File: src/rtl/rob_multiport.sv
// Multi-port reorder buffer: in-order allocate at the tail, out-of-order write-back on NPORTS ports, in-order commit at the head.
// Optional forwarding lookup of the youngest completed result is compiled in with ROB_LOOKUP_EN.
module rob_multiport #(
    parameter int REGISTER_SIZE    = 32,
    parameter int REG_ADDRESS_SIZE = 5,
    parameter int ID_SIZE          = 3,
    parameter int NPORTS           = 2
) (
    input  logic                               clk,
    input  logic                               reset,
    input  logic                               alloc_req,
    output logic [ID_SIZE-1:0]                 alloc_id,
    output logic                               alloc_stall,
    input  logic [NPORTS-1:0]                  port_req,
    input  logic [NPORTS*ID_SIZE-1:0]          port_id,
    input  logic [NPORTS*REG_ADDRESS_SIZE-1:0] port_address,
    input  logic [NPORTS*REGISTER_SIZE-1:0]    port_data,
    input  logic [NPORTS-1:0]                  port_w,
    output logic [NPORTS-1:0]                  port_stall,
    input  logic                               flush,
    output logic [REG_ADDRESS_SIZE-1:0]        current_address,
    output logic [REGISTER_SIZE-1:0]           current_data,
    output logic                               current_write,
    output logic                               commit_valid,
    output logic [ID_SIZE:0]                   count,
    input  logic [REG_ADDRESS_SIZE-1:0]        lookup_address,
    output logic                               lookup_hit,
    output logic [REGISTER_SIZE-1:0]           lookup_data
);
    localparam int DEPTH = 1 << ID_SIZE;

    logic [ID_SIZE:0]              head, tail;
    logic [DEPTH-1:0]              allocated, done, wr;
    logic [REGISTER_SIZE-1:0]      data_q [DEPTH];
    logic [REG_ADDRESS_SIZE-1:0]   addr_q [DEPTH];
    logic [ID_SIZE-1:0]            pid [NPORTS];
    logic [NPORTS-1:0]             port_ok;
    logic [ID_SIZE-1:0]            head_idx, tail_idx;
    logic                          full;

    assign head_idx    = head[ID_SIZE-1:0];
    assign tail_idx    = tail[ID_SIZE-1:0];
    assign full        = (head_idx == tail_idx) && (head[ID_SIZE] != tail[ID_SIZE]);
    assign count       = tail - head;
    assign alloc_id    = tail_idx;
    assign alloc_stall = full;

    assign commit_valid    = !flush && allocated[head_idx] && done[head_idx];
    assign current_write   = commit_valid && wr[head_idx];
    assign current_data    = data_q[head_idx];
    assign current_address = addr_q[head_idx];

    for (genvar g = 0; g < NPORTS; g++) begin : g_pid
        assign pid[g] = port_id[g*ID_SIZE +: ID_SIZE];
    end

    // A port is only stalled when it actually loses a race for a writable entry
    always_comb begin
        port_ok    = '0;
        port_stall = '0;
        for (int i = 0; i < NPORTS; i++) begin
            logic writable, clash;
            writable = port_req[i] && allocated[pid[i]] && !done[pid[i]];
            clash    = 1'b0;
            for (int j = 0; j < i; j++)
                clash = clash | (port_req[j] && (pid[j] == pid[i]));
            port_ok[i]    = writable && !clash;
            port_stall[i] = writable && clash;
        end
    end

    always_ff @(posedge clk) begin
        if (!reset || flush) begin
            head      <= '0;
            tail      <= '0;
            allocated <= '0;
            done      <= '0;
        end else begin
            // Alloc (tail) and commit (head) never alias: that needs full or empty
            if (alloc_req && !full) begin
                allocated[tail_idx] <= 1'b1;
                done[tail_idx]      <= 1'b0;
                tail                <= tail + 1'b1;
            end
            for (int i = 0; i < NPORTS; i++)
                if (port_ok[i]) done[pid[i]] <= 1'b1;
            if (commit_valid) begin
                allocated[head_idx] <= 1'b0;
                done[head_idx]      <= 1'b0;
                head                <= head + 1'b1;
            end
        end
    end

    // Payload is not reset; it is only meaningful behind the done flag
    always_ff @(posedge clk) begin
        if (reset && !flush) begin
            for (int i = 0; i < NPORTS; i++) begin
                if (port_ok[i]) begin
                    data_q[pid[i]] <= port_data[i*REGISTER_SIZE +: REGISTER_SIZE];
                    addr_q[pid[i]] <= port_address[i*REG_ADDRESS_SIZE +: REG_ADDRESS_SIZE];
                    wr[pid[i]]     <= port_w[i];
                end
            end
        end
    end

`ifdef ROB_LOOKUP_EN
    // Walk oldest to youngest so the last match found is the youngest
    always_comb begin
        lookup_hit  = 1'b0;
        lookup_data = '0;
        for (int k = 0; k < DEPTH; k++) begin
            logic [ID_SIZE-1:0] idx;
            idx = head_idx + k[ID_SIZE-1:0];
            if (allocated[idx] && done[idx] && wr[idx] && (addr_q[idx] == lookup_address)) begin
                lookup_hit  = 1'b1;
                lookup_data = data_q[idx];
            end
        end
    end
`else
    logic unused_lookup;
    assign unused_lookup = ^lookup_address;
    assign lookup_hit    = 1'b0;
    assign lookup_data   = '0;
`endif

endmodule
File: config.mk
export PLATFORM = sky130hd
export DESIGN_NAME = rob_multiport
export DESIGN_NICKNAME = d
export VERILOG_FILES = /design/src/rtl/rob_multiport.sv
export SDC_FILE = /design/constraint.sdc
export NUM_CORES = 1
export LEC_CHECK = 0
export BUFFER_PORTS_ARGS = -buffer_cell sky130_fd_sc_hd__buf_2
export CORE_ASPECT_RATIO = 1.4
export CORE_MARGIN = 2
export CORE_UTILIZATION = 30
export CTS_CLUSTER_DIAMETER = 200
export DETAILED_ROUTE_END_ITERATION = 6
export PLACE_DENSITY = 0.55
export SLEW_MARGIN = 20
export SYNTH_ARGS = -nofsm -noshare
export SYNTH_HDL_FRONTEND = slang
export SYNTH_SLANG_ARGS = --single-unit
File: constraint.sdc
create_clock -name clk -period 6.25 [get_ports clk]
set_input_delay 1.25 -clock clk [delete_from_list [all_inputs] [get_ports clk]]
set_output_delay 1.25 -clock clk [all_outputs]
set_load 0.05 [all_outputs]
-- Word-level counts from Yosys, hierarchy flattened
Memories as Yosys holds them, arrays and structs flattened. A register that Yosys moved wholly into a read port is not among the register bits.
Index checks and enable logic that the tools add are counted.
- bits of input ports: 93
- memory bits (writable): 296
- memories: 2
- word-level logic and storage cells: 100
- register bits after elaboration: 32
- output and inout bits: 82
- memories (name ; words ; width ; read ports ; clocked after memory_dff ; write ports ; RTL line ; text):
    data_q ; 8 ; 32 ; 1 ; 1 ; 2 ; 34 ; logic [REGISTER_SIZE-1:0] data_q [DEPTH];
    addr_q ; 8 ; 5 ; 1 ; 1 ; 2 ; 35 ; logic [REG_ADDRESS_SIZE-1:0] addr_q [DEPTH];
- reduce and logical (&&, ||, !) cells: 24
- add/sub/neg operators: 3
- muxes and demuxes: 47
- $lt $le $gt $ge: 8
- eq/ne operators: 3
- bitwise operators: 8
- operators with widths (operator ; number):
    $mux W8 ; 13
    $and A8 B8 Y8 ; 3
    $or A8 B8 Y8 ; 3
    $bmux W1 S3 ; 7
    $logic_and A1 B1 Y1 ; 17
    $mux W1 ; 17
    $bwmux W8 ; 2
    $lt A3 B4 Y1 const B ; 4
    $not A8 Y8 ; 2
    $demux W1 S3 ; 4
    $ge A3 B1 Y1 const B ; 4
    $mux W3 ; 4
    $add A4 B1 Y4 const B ; 2
    $eq A3 B3 Y1 ; 2
    $logic_not A1 Y1 ; 6
    $sub A4 B4 Y4 ; 1
    $logic_or A1 B1 Y1 ; 1
    $ne A1 B1 Y1 ; 1

-- Logic depth before layout (Yosys ltp)
- depth in word-level cells: 16
- mapped depth: 10
- gate-level depth less buffers: 8

-- Least setup slack after synthesis
OpenSTA, ideal clock, no wires.
- path type: input to register
- from: input port port_id[1]
- to: memory addr_q[0][0], enable pin
- data required time: 5.763 ns
- buffers on the path: 1
- path slack: 0.528 ns
- setup time: 0.487 ns
- data arrival time: 5.234 ns
- stages: 5
- cells stage by stage: buf_2 -> mux2_2 -> a221oi_1 -> nand3_1 -> o31ai_1
- RTL lines (element ; RTL line ; text):
    start: declaration ; 15 ; input logic [NPORTS*ID_SIZE-1:0] port_id,
    end: declaration ; 35 ;

-- Final worst setup path
- from: register head[0]
- to: output port current_write
- cells in the longest elaborated chain, start to end: 5
- elaborated cells on any way between the ends: 9
- classes of those cells: 6 x mux; 3 x reduce/logical
- RTL lines (element ; RTL line ; text):
    start: declaration ; 32 ; logic [ID_SIZE:0] head, tail;
    start signal: assignment ; 90 ; head <= head + 1'b1;
    $bmux W1 S3 ; 48 ; assign commit_valid = !flush && allocated[head_idx] && done[head_idx];
    $mux W1 (implied by the code) ; 48 ;
    $logic_and A1 B1 Y1 (2 in series) ; 48 ;
    $logic_and A1 B1 Y1 (*) ; 49 ; assign current_write = commit_valid && wr[head_idx];
    end: declaration ; 23 ; output logic current_write,
Mark *: on every way between the ends. The rest lies on a longest branch, timed or not. The select of a mux whose other input is x is not followed.

==> results by group <==
Floorplan
  • Placeable core area: 57600 sq um
  • Initial core utilization: 30.4%
  • Die width: 208 um
  • Die H: 290 um
  • IO Count: 175
  • Site row count: 104
  • Die ar.: 60300 sq um

Clock tree
  • Clock transition at path regs: 60 ps
  • Longest Clk Path Bufs: 3
  • CTS Root Cell: clkbuf_16
  • CTS sink cnt: 331
  • Setup bufs post-CTS: 0
  • H-tree depth: 2
  • CTS Hold Buffers Added: 0
  • TritonCTS clock tree: done
  • Worst-skew pair later-pin latency: 550 ps
  • Total CTS buffers: 38
  • PostCTS Resize Cnt: 0

Setup path
  • Critical Path End Type: primary output
  • Slowest CP cell: a2111oi_2
  • Setup crit start kind: flop
  • Critical Path AT: 3360 ps
  • WS Path Type: reg2out
  • CP max FO: 14
  • CP required: 5000 ps
  • Max stage delay on crit path: 1030 ps
  • Worst-path cell chain: o311ai_0, a2111oi_2, a21boi_0, buf_2

Timing
  • Setup TNS: 0 ps
  • Slew Viols, Final: 0
  • Fmax: 217 MHz
  • Clock skew: 17.1 ps
  • Unrepaired setup endpoints after global routing: no
  • Final period utilization: 73.7%
  • Final hold violations: 0
  • Minimum clock period: 4610 ps
  • WHS: 502 ps
  • Worst-margin pin slew: 1030 ps
  • Max_slew headroom: 31.4%
  • PnR worst setup slack: 1640 ps
  • Final Setup Violations: 0

Power
  • Tot Pwr: 4.86 mW
  • Combinational power share: 5.6%
  • Sequential power share: 49.9%
  • Maximum vdd ir drop: 0.181 mV
  • Lkg Pwr: 6.52 nW
  • Clock power share: 44.4%
  • Switching Share: 22.3%
  • Pwr Density: 242 nW/um^2
  • Net Sw Power: 1.08 mW
  • Cell Int Power: 3.78 mW

GRT
  • First-pass GRT wire length: 70.3 mm
  • Initial antenna violation count: 10
  • Number of global-route vias before repair: 10.8k
  • Global-route usage over all layers: 15.8%
  • Grt ovf: 0
  • Largest net degree at the start of global routing: 52

Routing
  • DRT Pass-1 Iters: 5
  • DRC: 0
  • Drt wl/cell: 24.0 um
  • Starting DRC count in detailed routing: 516
  • Vias: 10.1k
  • Number of nets with antenna violations after routing: 0
  • Total wire length: 47.8 mm
  • Via/cell ratio: 5.07

Outcome
  • Status: finished clean

Final layout
  • Fraction of layout cells with a size suffix above 1: 51.9%
  • # nets final: 1314
  • Final core occ: 34.8%
  • Fill cells: 5621
  • Synthesis-to-finish area growth: 14.5%

Synthesis
  • Post-synthesis sequential area ratio: 55.2%
  • Synth warn: 0
  • Top cells by area, synth: edfxtp_1 52%, mux2_2 21%, mux4_2 10%
  • Mapped Area: 17500 sq um
  • Asr flop ratio synth: 0%
  • Yosys reg bits: 331
  • Count of cell types in the netlist: 63
  • Post-synth top flop: edfxtp_1
  • Yosys top cell area share: 52.1%
  • Post-synth top area cell: edfxtp_1
  • Synth Instances: 1086
  • Avg Cell Area, Syn: 16.1 sq um
  • EDFF count, synth: 304

Place
  • Final HPWL from detailed placement: 27.9 mm
  • PortBufs: 135
  • Dpl ws: 1310 ps
  • Placer congestion estimate: 0.836

Min path
  • HP Class: reg2reg

Flow run
  • Max-cap violation count: 0
==> kinds of logic (layout without fill, tap and decap cells) <==
kind of cell	Yosys count	in the layout	synth area share, %
and+or+nand+nor	123	123	3.92
xor gates and xnor gates	10	10	0.500
DFF	331	331	55.2
adders and majority gates	6	6	0.472
AOI/OAI and AO/OA	67	67	2.60
buffers and inverters	113	237	4.24
muxes	435	435	33.0
other	1	37	0.0214
==> state kept, by name, summed over array words and instances (netlist names), named ones only <==
name       flops
done           8
data_q       256
addr_q        40
head           4
tail           4
wr             8
allocated      8
==> worst max-delay path, delay by kind of cell (launching register included) <==
kind,cells,cell delay (ps)
buffers and inverters,1,290
flip-flops,1,810
AO/OA/AOI/OAI,3,1700
==> layer usage <==
layer,track usage (%),share of wire (%),vias up
li1,-,-,4528
met1,19.7,42,5185
met2,27.4,51,274
met3,2.95,4.5,77
met4,5.00,2.3,14
met5,0,0.19,-
==> per-stage QoR <==
stage               instances  instance area, sq um
finish                   1988                 20100
global route             1988                 20100
global placement         1915                 18800
floorplan                1119                 17600
detailed placement       1915                 18800
CTS                      1983                 20000
==> worst paths after layout <==
kind	depth (start not counted)	from	slack, ps	end
setup / recovery	4	head[0]	1640	current_write
hold / removal	2	tail[3]	500	tail[3]
setup reg to reg	8	done[0]	2950	data_q[2][14]
hold reg to reg	2	tail[3]	500	tail[3]
==> power groups by stage <==
stage | logic (mW) | clock network, mW | registers, mW
after CTS | 0.273 | 2.22 | 2.43
after global routing | 0.299 | 2.29 | 2.43
after detailed placement | 0.271 | 0 | 2.47
after global placement | 0.264 | 0 | 2.47
after floorplan | 0.195 | 0 | 2.47
final | 0.274 | 2.16 | 2.43
==> layout make-up <==
type / instances / area (sq um) / area share (%)
multi-input combinational: 675 / 7330 / 36.5
clock buffer: 50 / 1070 / 5.33
tap: 742 / 928 / 4.63
sequential: 331 / 9680 / 48.3
antenna: 3 / 7.51 / 0.0374
timing repair buffer: 159 / 892 / 4.45
clock inverter: 18 / 115 / 0.574
inverter: 10 / 37.5 / 0.187
==> synth_stat cells, types with 2 or more instances <==
| cell type | number |
|---|---|
| xnor2_1 | 9 |
| buf_6 | 11 |
| nor4_4 | 2 |
| buf_1 | 10 |
| or2_2 | 2 |
| nand2b_1 | 7 |
| or3b_2 | 2 |
| nand2_1 | 27 |
| buf_8 | 2 |
| dfxtp_1 | 27 |
| clkbuf_1 | 16 |
| nor3b_2 | 2 |
| o31ai_1 | 6 |
| o21bai_1 | 4 |
| a211oi_1 | 2 |
| ha_1 | 5 |
| a21boi_0 | 2 |
| a31o_2 | 2 |
| inv_1 | 8 |
| mux2_2 | 321 |
| buf_2 | 11 |
| o21ai_0 | 15 |
| o311ai_0 | 2 |
| nor3_1 | 3 |
| nand3b_1 | 5 |
| o21ba_2 | 2 |
| a21o_1 | 2 |
| nor2_1 | 32 |
| or3_1 | 11 |
| o21a_1 | 4 |
| mux2_1 | 23 |
| and2_1 | 2 |
| clkinv_1 | 2 |
| o31a_1 | 3 |
| a21oi_1 | 11 |
| nand3_1 | 10 |
| nor2b_1 | 5 |
| nand4_1 | 2 |
| buf_4 | 53 |
| mux2i_1 | 11 |
| mux4_2 | 80 |
| a31oi_1 | 6 |
| edfxtp_1 | 304 |
==> cell usage in the layout (no fill, tap or decap), types with 3 or more instances in the layout <==
| master | count |
|---|---|
| nand3_1 | 10 |
| or3_1 | 11 |
| nor2_1 | 32 |
| ha_1 | 5 |
| buf_2 | 135 |
| mux2_2 | 321 |
| xnor2_1 | 9 |
| inv_1 | 8 |
| o21bai_4 | 4 |
| clkinv_2 | 9 |
| conb_1 | 34 |
| clkinv_1 | 8 |
| nand2b_1 | 7 |
| o31a_1 | 3 |
| clkbuf_16 | 41 |
| mux4_2 | 80 |
| a31oi_1 | 6 |
| nand3b_1 | 5 |
| clkbuf_1 | 8 |
| buf_4 | 21 |
| edfxtp_1 | 304 |
| o21ai_0 | 13 |
| o21a_1 | 4 |
| a21oi_1 | 11 |
| nand2_1 | 26 |
| nor3_1 | 3 |
| diode_2 | 3 |
| dfxtp_1 | 24 |
| nor2b_1 | 5 |
| o31ai_1 | 5 |
| mux2i_1 | 11 |
| mux2_1 | 23 |
Note: power is estimated with default switching activity, not from simulation.
